--- config.mk ---
export PLATFORM = sky130hd
export DESIGN_NAME = deinterleaver_flat
export DESIGN_NICKNAME = d
export VERILOG_FILES = /design/src/rtl/deinterleaver_if.sv /design/src/rtl/deinterleaver.sv /design/src/flat_wrapper.sv
export SDC_FILE = /design/constraint.sdc
export NUM_CORES = 1
export LEC_CHECK = 0
export BUFFER_PORTS_ARGS = -buffer_cell sky130_fd_sc_hd__buf_2
export CAP_MARGIN = 10
export CORE_MARGIN = 5
export CORE_UTILIZATION = 33
export CTS_CLUSTER_DIAMETER = 60
export DETAILED_ROUTE_END_ITERATION = 10
export SLEW_MARGIN = 30
export SYNTH_ARGS = -nofsm -noshare
export SYNTH_HDL_FRONTEND = slang
export SYNTH_SLANG_ARGS = --single-unit
--- constraint.sdc ---
create_clock -name clk -period 5.9 [get_ports clk]
set_clock_uncertainty 0.15 [all_clocks]
set_input_delay 0.295 -clock clk [delete_from_list [all_inputs] [get_ports clk]]
set_output_delay 0.295 -clock clk [all_outputs]
set_load 0.1 [all_outputs]
--- src/rtl/deinterleaver_if.sv ---
// Serial coded-bit stream into the deinterleaver and the reordered stream out of it.
// The master side drives the received bits; the slave side is the deinterleaver.
interface deinterleaver_if;
  logic in_dat;
  logic in_vld;
  logic flush;
  logic out_dat;
  logic out_vld;
  logic out_start;

  modport master (
    output in_dat, in_vld, flush,
    input  out_dat, out_vld, out_start
  );

  modport slave (
    input  in_dat, in_vld, flush,
    output out_dat, out_vld, out_start
  );
endinterface

--- src/rtl/deinterleaver.sv ---
// 802.11a receive deinterleaver (s=1): ping-pong banks, one fills while the other drains.
// The first output bit is registered one edge after the last input bit of a symbol.
module deinterleaver #(
  parameter int N_CBPS = 48
) (
  input logic           clk,
  input logic           rst,
  deinterleaver_if.slave bus
);
  localparam int N_ROWS = N_CBPS / 16;
  localparam int AW     = $clog2(N_CBPS);

  typedef enum logic {IDLE, DRAIN} state_t;

  logic [N_CBPS-1:0] bank0_q, bank0_d;
  logic [N_CBPS-1:0] bank1_q, bank1_d;
  logic              wbank_q, wbank_d;
  logic              rbank_q, rbank_d;
  logic [6:0]        w_cnt_q, w_cnt_d;
  logic [6:0]        r_cnt_q, r_cnt_d;
  state_t            state_q, state_d;
  logic              out_dat_q, out_dat_d;
  logic              out_vld_q, out_vld_d;
  logic              out_start_q, out_start_d;

  logic              handoff;
  logic [AW-1:0]     w_idx;
  logic [AW-1:0]     col;
  logic [AW-1:0]     row;
  logic [AW-1:0]     rd_addr;
  logic              rd_bit;

  assign w_idx = w_cnt_q[AW-1:0];

  // Write side: flush beats a valid bit on the same edge.
  always_comb begin
    bank0_d = bank0_q;
    bank1_d = bank1_q;
    w_cnt_d = w_cnt_q;
    wbank_d = wbank_q;
    rbank_d = rbank_q;
    handoff = 1'b0;
    if (bus.flush) begin
      w_cnt_d = '0;
    end else if (bus.in_vld) begin
      if (wbank_q) bank1_d[w_idx] = bus.in_dat;
      else         bank0_d[w_idx] = bus.in_dat;
      if (w_cnt_q == 7'(N_CBPS - 1)) begin
        w_cnt_d = '0;
        wbank_d = ~wbank_q;
        rbank_d = wbank_q;
        handoff = 1'b1;
      end else begin
        w_cnt_d = w_cnt_q + 7'd1;
      end
    end
  end

  // Read address ROWS*(k mod 16) + floor(k/16), built from shifts only.
  assign col = AW'(r_cnt_q[3:0]);
  assign row = AW'(r_cnt_q[6:4]);
  if (N_ROWS == 6) begin : g_rows6
    assign rd_addr = (col << 2) + (col << 1) + row;
  end else begin : g_rows3
    assign rd_addr = (col << 1) + col + row;
  end
  assign rd_bit = rbank_q ? bank1_q[rd_addr] : bank0_q[rd_addr];

  always_comb begin
    state_d = state_q;
    r_cnt_d = r_cnt_q;
    case (state_q)
      IDLE: ;
      DRAIN: begin
        if (r_cnt_q == 7'(N_CBPS - 1)) state_d = IDLE;
        else                           r_cnt_d = r_cnt_q + 7'd1;
      end
      default: state_d = IDLE;
    endcase
    // A hand-off on the final drain edge chains straight into the next symbol.
    if (handoff) begin
      state_d = DRAIN;
      r_cnt_d = '0;
    end
  end

  always_comb begin
    out_dat_d   = out_dat_q;
    out_vld_d   = 1'b0;
    out_start_d = 1'b0;
    if (state_q == DRAIN) begin
      out_dat_d   = rd_bit;
      out_vld_d   = 1'b1;
      out_start_d = (r_cnt_q == 7'd0);
    end
  end

  always_ff @(posedge clk or posedge rst) begin
    if (rst) begin
      bank0_q     <= '0;
      bank1_q     <= '0;
      wbank_q     <= 1'b0;
      rbank_q     <= 1'b0;
      w_cnt_q     <= '0;
      r_cnt_q     <= '0;
      state_q     <= IDLE;
      out_dat_q   <= 1'b0;
      out_vld_q   <= 1'b0;
      out_start_q <= 1'b0;
    end else begin
      bank0_q     <= bank0_d;
      bank1_q     <= bank1_d;
      wbank_q     <= wbank_d;
      rbank_q     <= rbank_d;
      w_cnt_q     <= w_cnt_d;
      r_cnt_q     <= r_cnt_d;
      state_q     <= state_d;
      out_dat_q   <= out_dat_d;
      out_vld_q   <= out_vld_d;
      out_start_q <= out_start_d;
    end
  end

  assign bus.out_dat   = out_dat_q;
  assign bus.out_vld   = out_vld_q;
  assign bus.out_start = out_start_q;
endmodule

--- src/flat_wrapper.sv ---
// flat-port wrapper written by rule: the top's interface ports become plain ports
module deinterleaver_flat 
#(
  parameter int N_CBPS = 48
)
  (clk, rst, bus_in_dat, bus_in_vld, bus_flush, bus_out_dat, bus_out_vld, bus_out_start);
  deinterleaver_if bus_i ();
  input logic clk;
  input logic rst;
  input wire logic [$bits(bus_i.in_dat)-1:0] bus_in_dat;
  input wire logic [$bits(bus_i.in_vld)-1:0] bus_in_vld;
  input wire logic [$bits(bus_i.flush)-1:0] bus_flush;
  output wire logic [$bits(bus_i.out_dat)-1:0] bus_out_dat;
  output wire logic [$bits(bus_i.out_vld)-1:0] bus_out_vld;
  output wire logic [$bits(bus_i.out_start)-1:0] bus_out_start;
  assign bus_i.in_dat = bus_in_dat;
  assign bus_i.in_vld = bus_in_vld;
  assign bus_i.flush = bus_flush;
  assign bus_out_dat = bus_i.out_dat;
  assign bus_out_vld = bus_i.out_vld;
  assign bus_out_start = bus_i.out_start;
  deinterleaver #(.N_CBPS(N_CBPS)) u_core (.clk(clk), .rst(rst), .bus(bus_i));
endmodule
* Word-level counts from Yosys, hierarchy flattened
Index checks and enable logic that the tools add are counted.
** Storage, ports and cells
- Register bits after elaboration :: 116
- Input bits :: 5
- Output and inout bits :: 3
- Word-level logic and storage cells :: 53
** Cells by class
- Add/subtract/negate cells :: 4
- Order comparisons :: 3
- Equality and inequality tests :: 3
- Muxes and demuxes :: 23
- Bitwise operators :: 2
- Reduce and logical (&&, ||, !) cells :: 8
** Operator list (number)
- $bwmux 48 :: 2
- $mux 7 :: 6
- $add 7x1->7 const B :: 2
- $eq 7x6->1 const B :: 2
- $lt 6x7->1 const B :: 2
- $bmux 1 s6 :: 2
- $mux 1 :: 12
- $reduce_and 3->1 :: 3
- $logic_not 7->1 :: 1
- $add 5x4->6 :: 1
- $add 6x3->6 :: 1
- $demux 1 s6 :: 1
- $ge 6x1->1 const B :: 1
- $reduce_bool 2->1 :: 2
- $ne 2x1->1 const B :: 1
- $not 1->1 :: 2
- $reduce_and 2->1 :: 1
- $logic_and 1x1->1 :: 1

* Logic depth before layout (Yosys ltp)
Gate-level depths: netlist of the first run.
- Depth after elaboration :: 6
- Depth in mapped cells :: 12
- Gate-level depth less buffers :: 11

* Worst setup path before layout of the first run
OpenSTA, ideal clock, no wires.
- Path kind :: reg2reg
- Start point :: register u_core.r_cnt_q[0]
- End point :: register u_core.out_dat_q (netlist: u_core.bus.out_dat)
- Setup time :: 111 ps
- Data arrival time :: 3088 ps
- Data required time :: 5639 ps
- Slack :: 2551 ps
- Cell stages (with the launch flop) :: 12
- Path buffers :: 0
- Clock period less this slack :: 3349 ps
- Cell sequence :: dfrtp_1 inv_1 fa_1 inv_1 ha_1 inv_1 fa_1 xor2_4 mux4_1 a22oi_1 a311oi_1 a2111oi_2
** On the way
- Longest elaborated chain between the ends :: 5
- Elaborated cells between the ends (all ways) :: 7
- Those cells by class :: 2 x add/sub; 5 x mux
** RTL lines
- start, declared :: line deinterleaver.sv:20 : logic [6:0] r_cnt_q, r_cnt_d;
- start signal, assigned :: line deinterleaver.sv:116 : r_cnt_q <= r_cnt_d;
- $add 5x4->6 (*) :: line deinterleaver.sv:65 : assign rd_addr = (col << 1) + col + row;
- $add 6x3->6 (*) :: line deinterleaver.sv:65
- $bmux 1 s6 :: line deinterleaver.sv:67 : assign rd_bit = rbank_q ? bank1_q[rd_addr] : bank0_q[rd_addr];
- $mux 1 (implied by the code) :: line deinterleaver.sv:67
- $mux 1 (*) :: line deinterleaver.sv:67
- end signal, assigned :: line deinterleaver.sv:118 : out_dat_q <= out_dat_d;
- end, declared :: line deinterleaver.sv:22 : logic out_dat_q, out_dat_d;
Mark *: on every way between the ends. The rest lies on a longest branch, timed or not. The select of a mux whose other input is x is not followed.
A chain may end at the register's enable or synchronous reset.

* Worst setup path in the final report of the first run
Same ends and word-level chain as after synthesis.

==> results of run 1 <==
Yosys cell counts, drive strengths merged (9+ instances only):
| cell type | n |
|---|---|
| dfrtp | 116 |
| inv | 14 |
| mux4 | 19 |
| nand2 | 62 |
| ha | 12 |
| clkbuf | 22 |
| buf | 15 |
| nand3 | 9 |
| mux2 | 101 |
| nor2 | 70 |
| nor3 | 12 |
| mux2i | 19 |
layout make-up:
type | instances | area (sq um)
clock buffers | 24 | 512
clock inverters | 8 | 120
fillers | 1785 | 11600
inverters | 14 | 55.1
multi-input cells | 379 | 3150
flip-flops and latches | 116 | 2900
well taps | 234 | 293
repair buffers | 13 | 85.1
tightest hold or removal path, delay by kind of cell:
kind / cells / cell delay [ns]
buffers and inverters: 1 / 0.15
and+or+nand+nor: 1 / 0.08
AOI/OAI and AO/OA: 1 / 0.06
power groups by stage:
stage / Clock, mW / Sequential, mW / Combinational [mW]
after floorplan: 0 / 0.829 / 0.0564
after global placement: 0 / 0.835 / 0.0694
after detailed placement: 0 / 0.836 / 0.0712
after CTS: 1.11 / 0.822 / 0.0722
after global routing: 1.15 / 0.824 / 0.0796
final: 1.09 / 0.822 / 0.0704
kinds of logic after synthesis:
| family | share of synthesized area (%) |
|---|---|
| flops | 46.4 |
| xor+xnor | 1.84 |
| mux | 28.3 |
| buf+inv | 3.34 |
| fa+ha+maj | 3.36 |
| compound gates | 3.02 |
| simple gates | 13.8 |
layer usage:
layer,part of all wire (%),track usage (%),vias up
li1,-,-,1895
met1,45,18.1,2119
met2,50,23.0,72
met3,3.5,3.83,18
met4,1.6,4.43,0
met5,0,0,-
worst paths after layout:
check                                           to                from  slack [ns]
worst max-delay path            u_core.bus.out_dat   u_core.r_cnt_q[0]        2.23
worst max register to register  u_core.bus.out_dat   u_core.r_cnt_q[0]        2.23
worst min register to register  u_core.bank0_q[42]  u_core.bank0_q[42]        0.35
worst min-delay path             u_core.w_cnt_q[5]          bus_in_vld        0.05
min in group asynchronous        u_core.r_cnt_q[0]                 rst        0.38
max in group asynchronous        u_core.bank1_q[9]                 rst        3.91
through the flow:
| step | instances | utilization [%] |
|---|---|---|
| after detailed placement | 754 | 34.6 |
| after global routing | 788 | 38.1 |
| final | 788 | 38.1 |
| after global placement | 754 | 34.6 |
| after floorplan | 546 | - |
| after CTS | 788 | 38.1 |
state kept, by name, indices dropped and copies added, names as in the netlist:
name,cells
u_core.bank0_q,48
u_core.bank1_q,48
u_core.r_cnt_q,7
u_core.w_cnt_q,7
u_core.bus.out_dat,1
u_core.bus.out_start,1
u_core.bus.out_vld,1
u_core.rbank_q,1
u_core.state_q,1
u_core.wbank_q,1
what timing repair did:
item                                    in CTS  in global routing
hold buffers                                 2                  0
endpoints found under the setup margin       0                  0
hold endpoints to repair                    59                  0
==> results_dict.tcl, run 1 <==
set metrics [dict create \
    critPathKind "flop to flop" \
    synth_top_area_cell "dfrtp_1" \
    clk_latency_ns 0.42 \
    mostFrequentLayoutCells "116 x dfrtp_1, 101 x mux2_2, 70 x nor2_1" \
    hpwlAfterDp_mm 9.65 \
    peakVddDrop_mv 0.211 \
    syn_area_sq_um 6260 \
    status "finished clean" \
    routed_via_density 5.21 \
    synth_seq_cells 116 \
    ff2ff_path_depth 11 \
    cts_made_buffers 17 \
    cts_resized 0 \
    clk_pin_slew_worst_paths_ns 0.06 \
    clockBufferDepth 2 \
    worstPathRequired_ns 6.06 \
    synth_ff_type "dfrtp_1" \
    drcViolationCount 0 \
    yosysWarnings 0 \
    insertedDiodeCount 0 \
    netlist_top_cells_area "dfrtp_1 46%, mux2_2 18%, mux4_2 5.4%" \
    first_global_vias 4412 \
    power.density_nw_per_um2 278 \
    relSlewSlack_pct 37.8 \
    routed_wirelength_mm 14.1 \
    p_total_mw 1.98 \
    via_count 4104 \
    cp_cell_sequence "inv_1 -> fa_1 -> inv_1 -> ha_1 -> inv_1 -> fa_1 -> xor2_4 -> mux4_1 -> a22oi_1 -> a311oi_1 -> a2111oi_2" \
    syn_avg_cell_area_sq_um 11.5 \
    gp_congestion 0.809 \
    tns_ns 0 \
    crit_arrival_ns 3.83 \
    row_count 50 \
    finalNetCount 561 \
    worst_path_most_repeated_cell "inv_1" \
    setup_viol 0 \
    postCtsSetupBuffers 0 \
    period_needed_ns 3.67 \
    combPwrFrac_pct 3.6 \
    place_ws_ns 2.25 \
    cp-end-kind "flop" \
    path_buf_inv 3 \
    cpLargestDelayFamily "adder cells" \
    hold_depth 3 \
    slowest_delay_ns 0.66 \
    htreeDepth 4 \
    synth_edf_count 0 \
    internal-power_mw 1.56 \
    timing.final.ws_setup_ns 2.23 \
    finalHoldViolCount 0 \
    drv_slew 0 \
    io_pins 8 \
    hold_slack_ns 0.0508 \
    grt_max_degree 97 \
    area_growth_pct 13.7 \
    netSwitchingPower_mw 0.419 \
    drt_iter0_drc 231 \
    place_area_sq_um 6470 \
    p_sw_share_pct 21.1 \
    hold_path_class "input port to flop" \
    post_drt_wl_per_cell_um 17.9 \
    cp.depth 11 \
    maxCapViolCount 0 \
    post_synth_num_cell_types 49 \
    io_buffers 7 \
    final_layout_size_suffix_gt1_share_pct 31.2 \
    p_clk_share_pct 55.0 \
    async_flop_share_pct 100 \
    grt.overflow.total 0 \
    setup.worst_path.start_class "flop" \
    grt_pass1_wl_mm 23.8 \
    ys_seq_area_share_pct 46.4 \
    die_w_um 148 \
    post-route-period-util_pct 62.1 \
    ant_nets 0 \
    cp_max_fo 9 \
    fin_area_sq_um 7120 \
    final_common_cell "dfrtp_1" \
    grt_setup_unrepaired "no" \
    die-area_sq_um 21800 \
    antenna_found_initial 0 \
    fmax_ghz 0.273 \
    die_h_um 148 \
    synth_top_area_share_pct 46.4 \
    firstDrtPassIters 6 \
    synth_nets 566 \
    critPathSlowestCell "mux4_1" \
    tightest_slew_ns 0.929 \
    start_util_pct 33.5 \
    seq_power_share_pct 41.5 \
    grt_use_total_pct 14.0 \
    core_area_sq_um 18700 \
    cts_tree "done" \
    synth_cells 546 \
    cts_root_buf "clkbuf_16" \
    leakage_nw 3.11 \
    cts_sinks 116 \
]
No activity file was read; power rests on OpenSTA's default activity.
==> inputs of run 2 (changes only) <==
clock period = 3.72 ns   (was 5.9 ns; I/O delays follow)
==> run 2 against run 1 <==
  * Flip-flop and latch count unchanged
  * First-iteration DRC count increased by 8.2%
  * Via count decreased by 0.27%
  * Largest cell class unchanged
  * Highest routed layer unchanged
==> results_dict.tcl, run 2 (synthesized netlist as in run 1, its figures left out) <==
set metrics [dict create \
    fmax_ghz 0.292 \
    gp_congestion 0.869 \
    worstPathRequired_ns 3.85 \
    via_count 4093 \
    worst_path_most_repeated_cell "inv_1" \
    gr-usage-met2_pct 21.2 \
    cts_made_buffers 17 \
    post-route-period-util_pct 91.9 \
    grt_pass1_wl_mm 23.5 \
    cts_tree "done" \
    cp_max_fo 11 \
    critPathSlowestCell "fa_2" \
    clockBufferDepth 2 \
    grt_setup_unrepaired "no" \
    grt.overflow.total 0 \
    cp-end-kind "flop" \
    final_layout_size_suffix_gt1_share_pct 31.7 \
    core_area_sq_um 18700 \
    post_drt_wl_per_cell_um 17.9 \
    area_growth_pct 14.1 \
    setup.worst_path.start_class "flop" \
    globalRouteMet3Util_pct 3.68 \
    insertedDiodeCount 0 \
    cts_sinks 116 \
    status "finished clean" \
    path_buf_inv 3 \
    drt_iter0_drc 250 \
    power.density_nw_per_um2 422 \
    grt_use_total_pct 14.0 \
    timing.final.ws_setup_ns 0.301 \
    ant_nets 0 \
    row_count 50 \
    io_buffers 7 \
    start_util_pct 33.5 \
    clk_pin_slew_worst_paths_ns 0.05 \
    crit_arrival_ns 3.55 \
    hold_path_class "input port to asynchronous set/reset pin" \
    setup_viol 0 \
    final_common_cell "dfrtp_1" \
    critPathKind "flop to flop" \
    grt_max_degree 117 \
    leakage_nw 3.12 \
    die-area_sq_um 21800 \
    maxCapViolCount 0 \
    tightest_slew_ns 0.959 \
    finalNetCount 567 \
    die_w_um 148 \
    place_area_sq_um 6510 \
    drv_slew 0 \
    place_ws_ns 0.168 \
    cpLargestDelayFamily "adder cells" \
    slowest_delay_ns 0.67 \
    fin_area_sq_um 7140 \
    hpwlAfterDp_mm 9.83 \
    routed_wirelength_mm 14.2 \
    finalHoldViolCount 0 \
    busiest_layer "met2" \
    mostFrequentLayoutCells "115 x dfrtp_1, 101 x mux2_2, 70 x nor2_1" \
    htreeDepth 4 \
    antenna_found_initial 0 \
    relSlewSlack_pct 36.1 \
    clk_latency_ns 0.42 \
    tns_ns 0 \
    cts_root_buf "clkbuf_16" \
    reg_top3 "u_core.bank0_q x48, u_core.bank1_q x48" \
    drcViolationCount 0 \
    die_h_um 148 \
    firstDrtPassIters 5 \
    io_pins 8 \
    cp_cell_sequence "inv_1 -> fa_1 -> inv_1 -> ha_1 -> inv_1 -> fa_2 -> mux4_2 -> mux4_2 -> a2bb2oi_2 -> nand3_1 -> a2111oi_2" \
    final.fill_count 1796 \
    met1_usage_pct 18.8 \
    peakVddDrop_mv 0.281 \
    first_global_vias 4317 \
    period_needed_ns 3.42 \
    routed_via_density 5.16 \
]
-- run 2: cell types whose count changed in the layout (fill, tap and decap cells not counted) --
| cell | previous run | this run |
|---|---|---|
| clkbuf_8 | 6 | 3 |
| buf_12 | 0 | 2 |
| buf_4 | 4 | 6 |
| dlygate4sd3_1 | 2 | 4 |
| bufinv_16 | 3 | 2 |
| clkbuf_1 | 1 | 2 |
| clkinv_2 | 3 | 4 |
| clkinv_4 | 0 | 1 |
| dfrtp_1 | 116 | 115 |
| dfrtp_2 | 0 | 1 |
| fa_1 | 3 | 2 |
| fa_2 | 0 | 1 |
-- run 2: layout make-up --
class	instances	area (sq um)	area share (%)
multi-input combinational	379	3150	44.1
sequential	116	2900	40.7
clock buffer	22	474	6.64
tap	234	293	4.10
timing repair buffer	19	160	2.24
clock inverter	9	104	1.45
inverter	14	55.1	0.771
-- run 2: through the flow --
step,power [mW],util (%),std cells,hold WS (ns)
global route,3.13,38.2,793,0.344
finish,3.01,38.2,793,0.292
floorplan,1.40,-,546,0.288
CTS,3.05,38.1,792,0.349
global placement,1.44,34.8,757,0.245
detailed placement,1.44,34.8,757,0.251
-- run 2: path summary, 6_finish.rpt --
kind                               startpoint                 end  slack (ns)  cells past startpoint
hold / removal                            rst  u_core.bank0_q[11]        0.29                      4
hold reg to reg            u_core.bank0_q[11]  u_core.bank0_q[11]        0.35                      1
setup / recovery            u_core.r_cnt_q[1]  u_core.bus.out_dat        0.30                     11
max in group asynchronous                 rst   u_core.r_cnt_q[0]        2.57                      4
min in group clk           u_core.bank0_q[11]  u_core.bank0_q[11]        0.35                      1
setup reg to reg            u_core.r_cnt_q[1]  u_core.bus.out_dat        0.30                     11
-- run 2: power breakdown --
group	leakage [nW]	total (mW)	internal, mW	switching, mW
sequential	1.57	1.30	1.28	0.0184
clock	0.282	1.60	1.03	0.566
combinational	1.27	0.116	0.0405	0.0756
-- run 2: repair_timing --
item / in CTS / in global routing
hold buffers: 4 / 0
buffers inserted: 0 / 1
setup endpoints to repair: 0 / 1
endpoints found under the hold margin: 123 / 0
gates resized for setup: 0 / 2
-- run 2: tightest hold or removal path: cells and delay by family --
kind | cells | cell delay (ns)
buffers and inverters | 4 | 1.12
-- run 2: layer usage --
metal | wire, um | vias up | share of wire, %
met5 | 0 | - | 0
met1 | 6610 | 2104 | 47
met3 | 582 | 28 | 4.1
li1 | - | 1887 | -
met4 | 399 | 0 | 2.8
met2 | 6610 | 74 | 47
